File: src/rtl/pending_priority_encoder.sv
// pending_priority_encoder
//
// Collects request pulses from WIDTH event lines into a pending set and hands
// out the binary index of one pending line per valid/ready transaction.
// When several requests arrive together they are queued and granted one at a
// time. They are never rejected as a non-one-hot input.
//
// Parameters
//   WIDTH        number of request lines (>= 2)
//   IDX_W        index width, derived from WIDTH (leave at default)
//   ROUND_ROBIN  0: lowest pending index wins
//                1: scan starts just after the last granted index, wraps at WIDTH-1
//
// Ports
//   clk        clock, rising edge
//   rst        synchronous active-high reset
//   req_in     request pulses, one event per high bit per cycle
//   flush      clears pending set and output register (last_idx/overflow kept)
//   out_ready  consumer accepts out_idx this cycle
//   out_valid  out_idx holds a granted request
//   out_idx    binary index of the granted line
//   busy       anything pending or an output waiting to be accepted
//   overflow   sticky: a request hit a line that was already pending
//   clr_ovf    clears overflow; a merge in the same cycle keeps it set

module pending_priority_encoder #(
  parameter int WIDTH       = 8,
  parameter int IDX_W       = $clog2(WIDTH),
  parameter bit ROUND_ROBIN = 1'b0
) (
  input  logic             clk,
  input  logic             rst,
  input  logic [WIDTH-1:0] req_in,
  input  logic             flush,
  input  logic             out_ready,
  output logic             out_valid,
  output logic [IDX_W-1:0] out_idx,
  output logic             busy,
  output logic             overflow,
  input  logic             clr_ovf
);

  logic [WIDTH-1:0] r_pend;
  logic             r_out_valid;
  logic [IDX_W-1:0] r_out_idx;
  logic             r_overflow;
  logic [IDX_W-1:0] r_last_idx;

  logic             w_load;
  logic [IDX_W-1:0] w_sel;
  logic [IDX_W-1:0] w_cand;
  logic [WIDTH-1:0] w_clr;
  logic [WIDTH-1:0] w_merge;

  // (base + off) mod WIDTH for base < WIDTH and 1 <= off <= WIDTH.
  // A single conditional subtract is enough, so non-power-of-2 widths work.
  function automatic logic [IDX_W-1:0] f_wrap(input logic [IDX_W-1:0] base,
                                               input int off);
    int s;
    s = int'(base) + off;
    if (s >= WIDTH) s = s - WIDTH;
    return s[IDX_W-1:0];
  endfunction

  // The output register is free when empty or being drained this cycle.
  assign w_load = (!r_out_valid || out_ready) && (|r_pend);

  // Both selection loops walk from the least-preferred candidate to the
  // most-preferred one, so the last match that is assigned wins.
  always_comb begin
    w_sel  = '0;
    w_cand = '0;
    if (ROUND_ROBIN) begin
      for (int off = WIDTH; off >= 1; off--) begin
        w_cand = f_wrap(r_last_idx, off);
        if (r_pend[w_cand]) w_sel = w_cand;
      end
    end else begin
      for (int i = WIDTH - 1; i >= 0; i--) begin
        if (r_pend[i]) w_sel = IDX_W'(i);
      end
    end
  end

  always_comb begin
    w_clr = '0;
    for (int i = 0; i < WIDTH; i++) begin
      w_clr[i] = w_load && (w_sel == IDX_W'(i));
    end
  end

  // A request on the bit being granted right now re-arms it. It is not
  // counted as a merge.
  assign w_merge = req_in & r_pend & ~w_clr;

  always_ff @(posedge clk) begin
    if (rst) begin
      r_pend      <= '0;
      r_out_valid <= 1'b0;
      r_out_idx   <= '0;
      r_overflow  <= 1'b0;
      r_last_idx  <= IDX_W'(WIDTH - 1);
    end else if (flush) begin
      r_pend      <= '0;
      r_out_valid <= 1'b0;
    end else begin
      r_pend <= (r_pend & ~w_clr) | req_in;
      if (w_load) begin
        r_out_valid <= 1'b1;
        r_out_idx   <= w_sel;
        r_last_idx  <= w_sel;
      end else if (r_out_valid && out_ready) begin
        r_out_valid <= 1'b0;
      end
      if (|w_merge) begin
        r_overflow <= 1'b1;
      end else if (clr_ovf) begin
        r_overflow <= 1'b0;
      end
    end
  end

  assign out_valid = r_out_valid;
  assign out_idx   = r_out_idx;
  assign overflow  = r_overflow;
  assign busy      = (|r_pend) || r_out_valid;

endmodule
File: config.mk
export PLATFORM = sky130hd
export DESIGN_NAME = pending_priority_encoder
export DESIGN_NICKNAME = d
export VERILOG_FILES = /design/src/rtl/pending_priority_encoder.sv
export SDC_FILE = /design/constraint.sdc
export NUM_CORES = 1
export LEC_CHECK = 0
export ABC_AREA = 1
export ABC_CLOCK_PERIOD_IN_PS = 1900
export CAP_MARGIN = 40
export CORE_UTILIZATION = 40
export CTS_CLUSTER_DIAMETER = 80
export CTS_CLUSTER_SIZE = 14
export DETAILED_ROUTE_END_ITERATION = 6
export GPL_TIMING_DRIVEN = 1
export HOLD_SLACK_MARGIN = 0.12
export PLACE_DENSITY = 0.69
export SYNTH_ARGS = -nofsm -noshare
export SYNTH_HDL_FRONTEND = slang
export SYNTH_SLANG_ARGS = --single-unit
File: constraint.sdc
create_clock -name clk -period 1.9 [get_ports clk]
set_clock_uncertainty 0.2 [all_clocks]
set_input_delay 0.285 -clock clk [delete_from_list [all_inputs] [get_ports clk]]
set_output_delay 0.285 -clock clk [all_outputs]
set_load 0.02 [all_outputs]
# Yosys cells after proc, flatten, opt, wreduce, memory -nomap -nowiden
# Cells that the tools add are included.
[totals]
output_inout_bits = 6
reg_bits = 13
elab_cells = 50
in_bits = 13
[op_classes]
reduce_logical = 21
mux = 12
n_bitwise = 6
eq_ne = 7
[ops]
columns = ["operator", "count"]
rows = [
  ["AND 8 bit", 3],
  ["two-way mux 3 bit", 8],
  ["OR reduction 8 bit", 2],
  ["== test 3 bit, second input constant", 4],
  ["logical AND 1 bit", 10],
  ["NOT 8 bit", 1],
  ["bitwise OR 8 bit", 1],
  ["== test 3 x 2 -> 1 bit, second input constant", 2],
  ["two-way mux 1 bit", 4],
  ["AND reduction 2 bit", 2],
  ["nonzero test 2 bit", 2],
  ["== test 3 x 1 -> 1 bit, second input constant", 1],
  ["zero test 3 bit", 1],
  ["logical OR 1 bit", 2],
  ["OR reduction 2 bit", 1],
  ["zero test 1 bit", 1],
  ["NOT 1 bit", 1],
]

# Depth between registers and ports, before layout
# Gate-level depths: netlist of run 1.
[logic_depth]
ltp_word = 15
depth_mapped = 13
ltp_nobuf = 13

# Least setup slack after synthesis of run 1
# No wires, ideal clock.
[synth_path]
path_kind = "register to register"
startpoint = "register r_out_valid, in the netlist out_valid"
endpoint = "register r_overflow, in the netlist overflow"
n_path_buf = 0
path_slack_ps = 403
stages_incl_launch_ff = 11
synth_period_minus_slack_ps = 1497
arrival_time_ps = 1180
required_ps = 1583
setup_time_ps = 117
path_cell_list = "dfxtp_1 > nand2_1 > inv_1 > nor2_2 > nand2_2 > a21oi_2 > nand2_1 > nand2_1 > nand2_1 > o21bai_1 > nand2_1"
[synth_between]
elab_chain_len = 9
word_cells_on_any_way = 17
cone_classes = "1 x mux; 2 x bitwise; 14 x reduce/logical"
[synth_rtl]
columns = ["item", "line_no", "text"]
rows = [
  ["start: declaration", "44", "logic r_out_valid;"],
  ["start signal: assignment", "99", "r_out_valid <= 1'b0;"],
  ["start signal: assignment", "105", "r_out_valid <= 1'b0;"],
  ["start signal: assignment", "109", "r_out_valid <= 1'b1;"],
  ["zero test 1 bit *", "66", "assign w_load = (!r_out_valid || out_ready) && (|r_pend);"],
  ["logical OR 1 bit *", "66", ""],
  ["logical AND 1 bit *", "66", ""],
  ["logical AND 1 bit", "88", "w_clr[i] = w_load && (w_sel == IDX_W'(i));"],
  ["NOT 8 bit *", "94", "assign w_merge = req_in & r_pend & ~w_clr;"],
  ["AND 8 bit *", "94", ""],
  ["OR reduction 8 bit *", "115", "if (|w_merge) begin"],
  ["nonzero test 2 bit (no line)", "--", ""],
  ["AND reduction 2 bit (no line)", "--", ""],
  ["end signal: assignment", "101", "r_overflow <= 1'b0;"],
  ["end signal: assignment", "116", "r_overflow <= 1'b1;"],
  ["end signal: assignment", "118", "r_overflow <= 1'b0;"],
  ["end: declaration", "46", "logic r_overflow;"],
]
# Mark *: on every way between the ends. The rest lies on a longest branch, timed or not.
# A chain may end at the register's enable or synchronous reset.

# Worst setup path in the final report of run 1
[layout_path]
startpoint = "register r_pend[4]"
endpoint = "output port busy"
[layout_between]
elab_chain_len = 2
[layout_rtl]
columns = ["item", "line_no", "text"]
rows = [
  ["start: declaration", "43", "logic [WIDTH-1:0] r_pend;"],
  ["start signal: assignment", "107", "r_pend <= (r_pend & ~w_clr) | req_in;"],
  ["OR reduction 8 bit", "126", "assign busy = (|r_pend) || r_out_valid;"],
  ["logical OR 1 bit", "126", ""],
  ["end: declaration", "38", "output logic busy,"],
]
# Every way passes these cells.

==> flow_summary.yaml, run 1 <==
synthesis:
  ys_seq_area_share_pct: 36.6
  netlist_area_um2: 712
  yosys_warnings: 0
  syn_nets: 127
  synth_top_area_cell: "dfxtp_1"
  syn_avg_cell_area_um2: 6.25
  syn_inst: 114
  synth.distinct_cells: 16
  synth_top_cell_area_share_pct: 36.6
  synth_seq_cells: 13
  synth_area_leaders: "dfxtp_1 37%, nand2_1 16%, inv_1 11%"
grt:
  grt_max_degree: 8
  grt_pass1_wl_um: 2870
  grt_pass1_vias: 743
  grt_use_total_pct: 20.5
  grt_remaining_overflow: 0
  antenna_found_initial: 0
run_status:
  status: "complete, no violations"
placed_design:
  gp_congestion: 0.813
  hpwl_um: 1350
  portBuffers: 18
  place_area_um2: 976
die:
  start_util_pct: 45.2
  die_area_um2: 1950
  num_rows: 14
  fp.dieW_um: 44.2
  io_pins: 19
  fp.dieH_um: 44.2
  core_um2: 1580
cells_and_area:
  final_net_count: 158
  area_growth_pct: 41.8
  diodes: 0
  layout_common_cells: "30 x nand2_1, 20 x inv_1, 17 x clkdlybuf4s50_1, 13 x nor2_1, 13 x dfxtp_1"
  final_common_cell: "nand2_1"
  finish.instance_area_um2: 1010
  fillers: 148
  layout-drive-gt1-share_pct: 16.0
clock_tree:
  cts_sinks: 13
  clockRootBuffer: "clkbuf_4"
  clk_path_buf_depth: 2
  post-cts-setup-buffer-count: 0
  clkLatencyLatePin_ns: 0.28
  cts.reportedPaths.clkPinSlew_ns: 0.08
  htree_levels: 1
  cts_made_buffers: 3
  cts_tree: "yes"
detailed_routing:
  wl_met3_um: 46
  top_layer: "met4"
  vias_per_cell: 4.70
  vias: 752
  wire_per_inst_um: 10.4
  detail-route-antenna-nets: 0
  drtIter0Drc: 11
  route.layer.met1.wl_um: 764
  dr.pass1.iters: 6
  route.detailed.drc: 0
  wirelength_um: 1660
  wl_met2_um: 803
worst_setup_path:
  required_ns: 1.41
  crit_arrival_ns: 1.32
  r2r-start: "r_pend[0]$_SDFF_PP0_"
  endpoint_kind: "output port"
  crit_start: "r_pend[4]$_SDFF_PP0_"
  critPathLaunchType: "flop"
  worstSetupPathType: "flop to output port"
  ff2ff_path_depth: 9
  crit_fanout: 4
pwr:
  p_leak_nw: 0.501
  powerDensity_nw_per_um2: 663
  ir_drop_v: 0.000466
sta:
  finalSetupTns_ns: 0
  max_slew_margin_pct: 79.4
  tightest_slew_ns: 0.307
  finalHoldViolCount: 0
  whs_ns: 0.288
  fin_crit_ns: 1.80
  rsz0062_at_grt: "false"
  max_freq_ghz: 0.555
  setup_viol: 0
  fin_crit_sh_pct: 94.9
  slew_violations: 0
worst_hold_path:
  hold_path.class: "flop to flop"
  hp-start: "overflow$_SDFFE_PP0P_"
  min_path_cells: 2
flow_run:
  drv_cap: 0
worst max-delay path, stage by stage (launching register included):
cell and delay, ns:
dfxtp_1 0.35, nor2_2 0.15, nand2_2 0.10, nor2_2 0.11
nand2_1 0.06, clkdlybuf4s15_1 0.28
path summary, 6_finish.rpt:
kind | endpoint | slack [ns]
max | busy | 0.1
min | overflow$_SDFFE_PP0P_ | 0.29
max reg2reg | overflow$_SDFFE_PP0P_ | 0.28
min reg2reg | overflow$_SDFFE_PP0P_ | 0.29
cells in the mapped netlist:
library cell	count
dfxtp_1	13
o21bai_1	2
a21oi_2	1
nand2_1	31
nand2_2	2
nor2_1	15
nor2_4	1
o211ai_1	1
inv_1	20
nand4_1	1
o21ai_0	4
a21oi_1	12
clkbuf_1	1
nand3_2	1
nand3_1	6
nor2_2	3
area by class of cell:
| class | instances | area, µm² | area share (%) |
|---|---|---|---|
| inverter | 20 | 75.1 | 7.43 |
| tap | 16 | 20.0 | 1.98 |
| multi-input combinational | 80 | 380 | 37.7 |
| sequential | 13 | 260 | 25.8 |
| clock buffer | 4 | 26.3 | 2.60 |
| timing repair buffer | 27 | 248 | 24.5 |
metal layers:
layer	global-route usage, %	vias up
li1	-	416
met1	24.5	319
met2	34.7	12
met3	2.45	5
met4	12.7	0
met5	0	-
power by group:
part	switching, mW	internal (mW)	total, mW
registers	0.0137	0.290	0.304
clock network	0.0907	0.0816	0.172
logic	0.100	0.0930	0.193
total	0.205	0.465	0.670
flip-flops by register name, summed over array words and instances (netlist names):
signal and flops:
overflow 1, out_valid 1, r_pend 8, out_idx 3
metrics by stage:
step | instances | utilization, % | worst slack, ns | power [mW]
floorplan | 114 | - | 0.403 | 0.412
global placement | 156 | 61.9 | -0.0495 | 0.499
detailed placement | 156 | 61.9 | -0.0982 | 0.502
CTS | 160 | 63.5 | 0.00141 | 0.674
global route | 160 | 64.0 | 0.0113 | 0.715
finish | 160 | 64.0 | 0.0968 | 0.670
cell families after synthesis:
group	share of synthesized area, %
AOI/OAI and AO/OA	15.6
and+or+nand+nor	36.7
buffers and inverters	11.1
DFF	36.6
repair_timing:
action | in CTS | in global routing
setup endpoints to repair | 1 | 1
pin swaps | 0 | 1
hold buffers | 0 | 0
gates resized for setup | 1 | 4
(Power assumes the default switching activity.)
==> run 2: changes to the inputs <==
--- a/config.mk
+++ b/config.mk
@@ -7,7 +7,7 @@
 export LEC_CHECK = 0
 export ABC_AREA = 1
 export ABC_CLOCK_PERIOD_IN_PS = 1900
-export CAP_MARGIN = 40
+export CAP_MARGIN = 20
 export CORE_UTILIZATION = 40
 export CTS_CLUSTER_DIAMETER = 80
 export CTS_CLUSTER_SIZE = 14
==> results of run 2 <==
No change in the layout: final DEF, timing and power equal those of run 1.
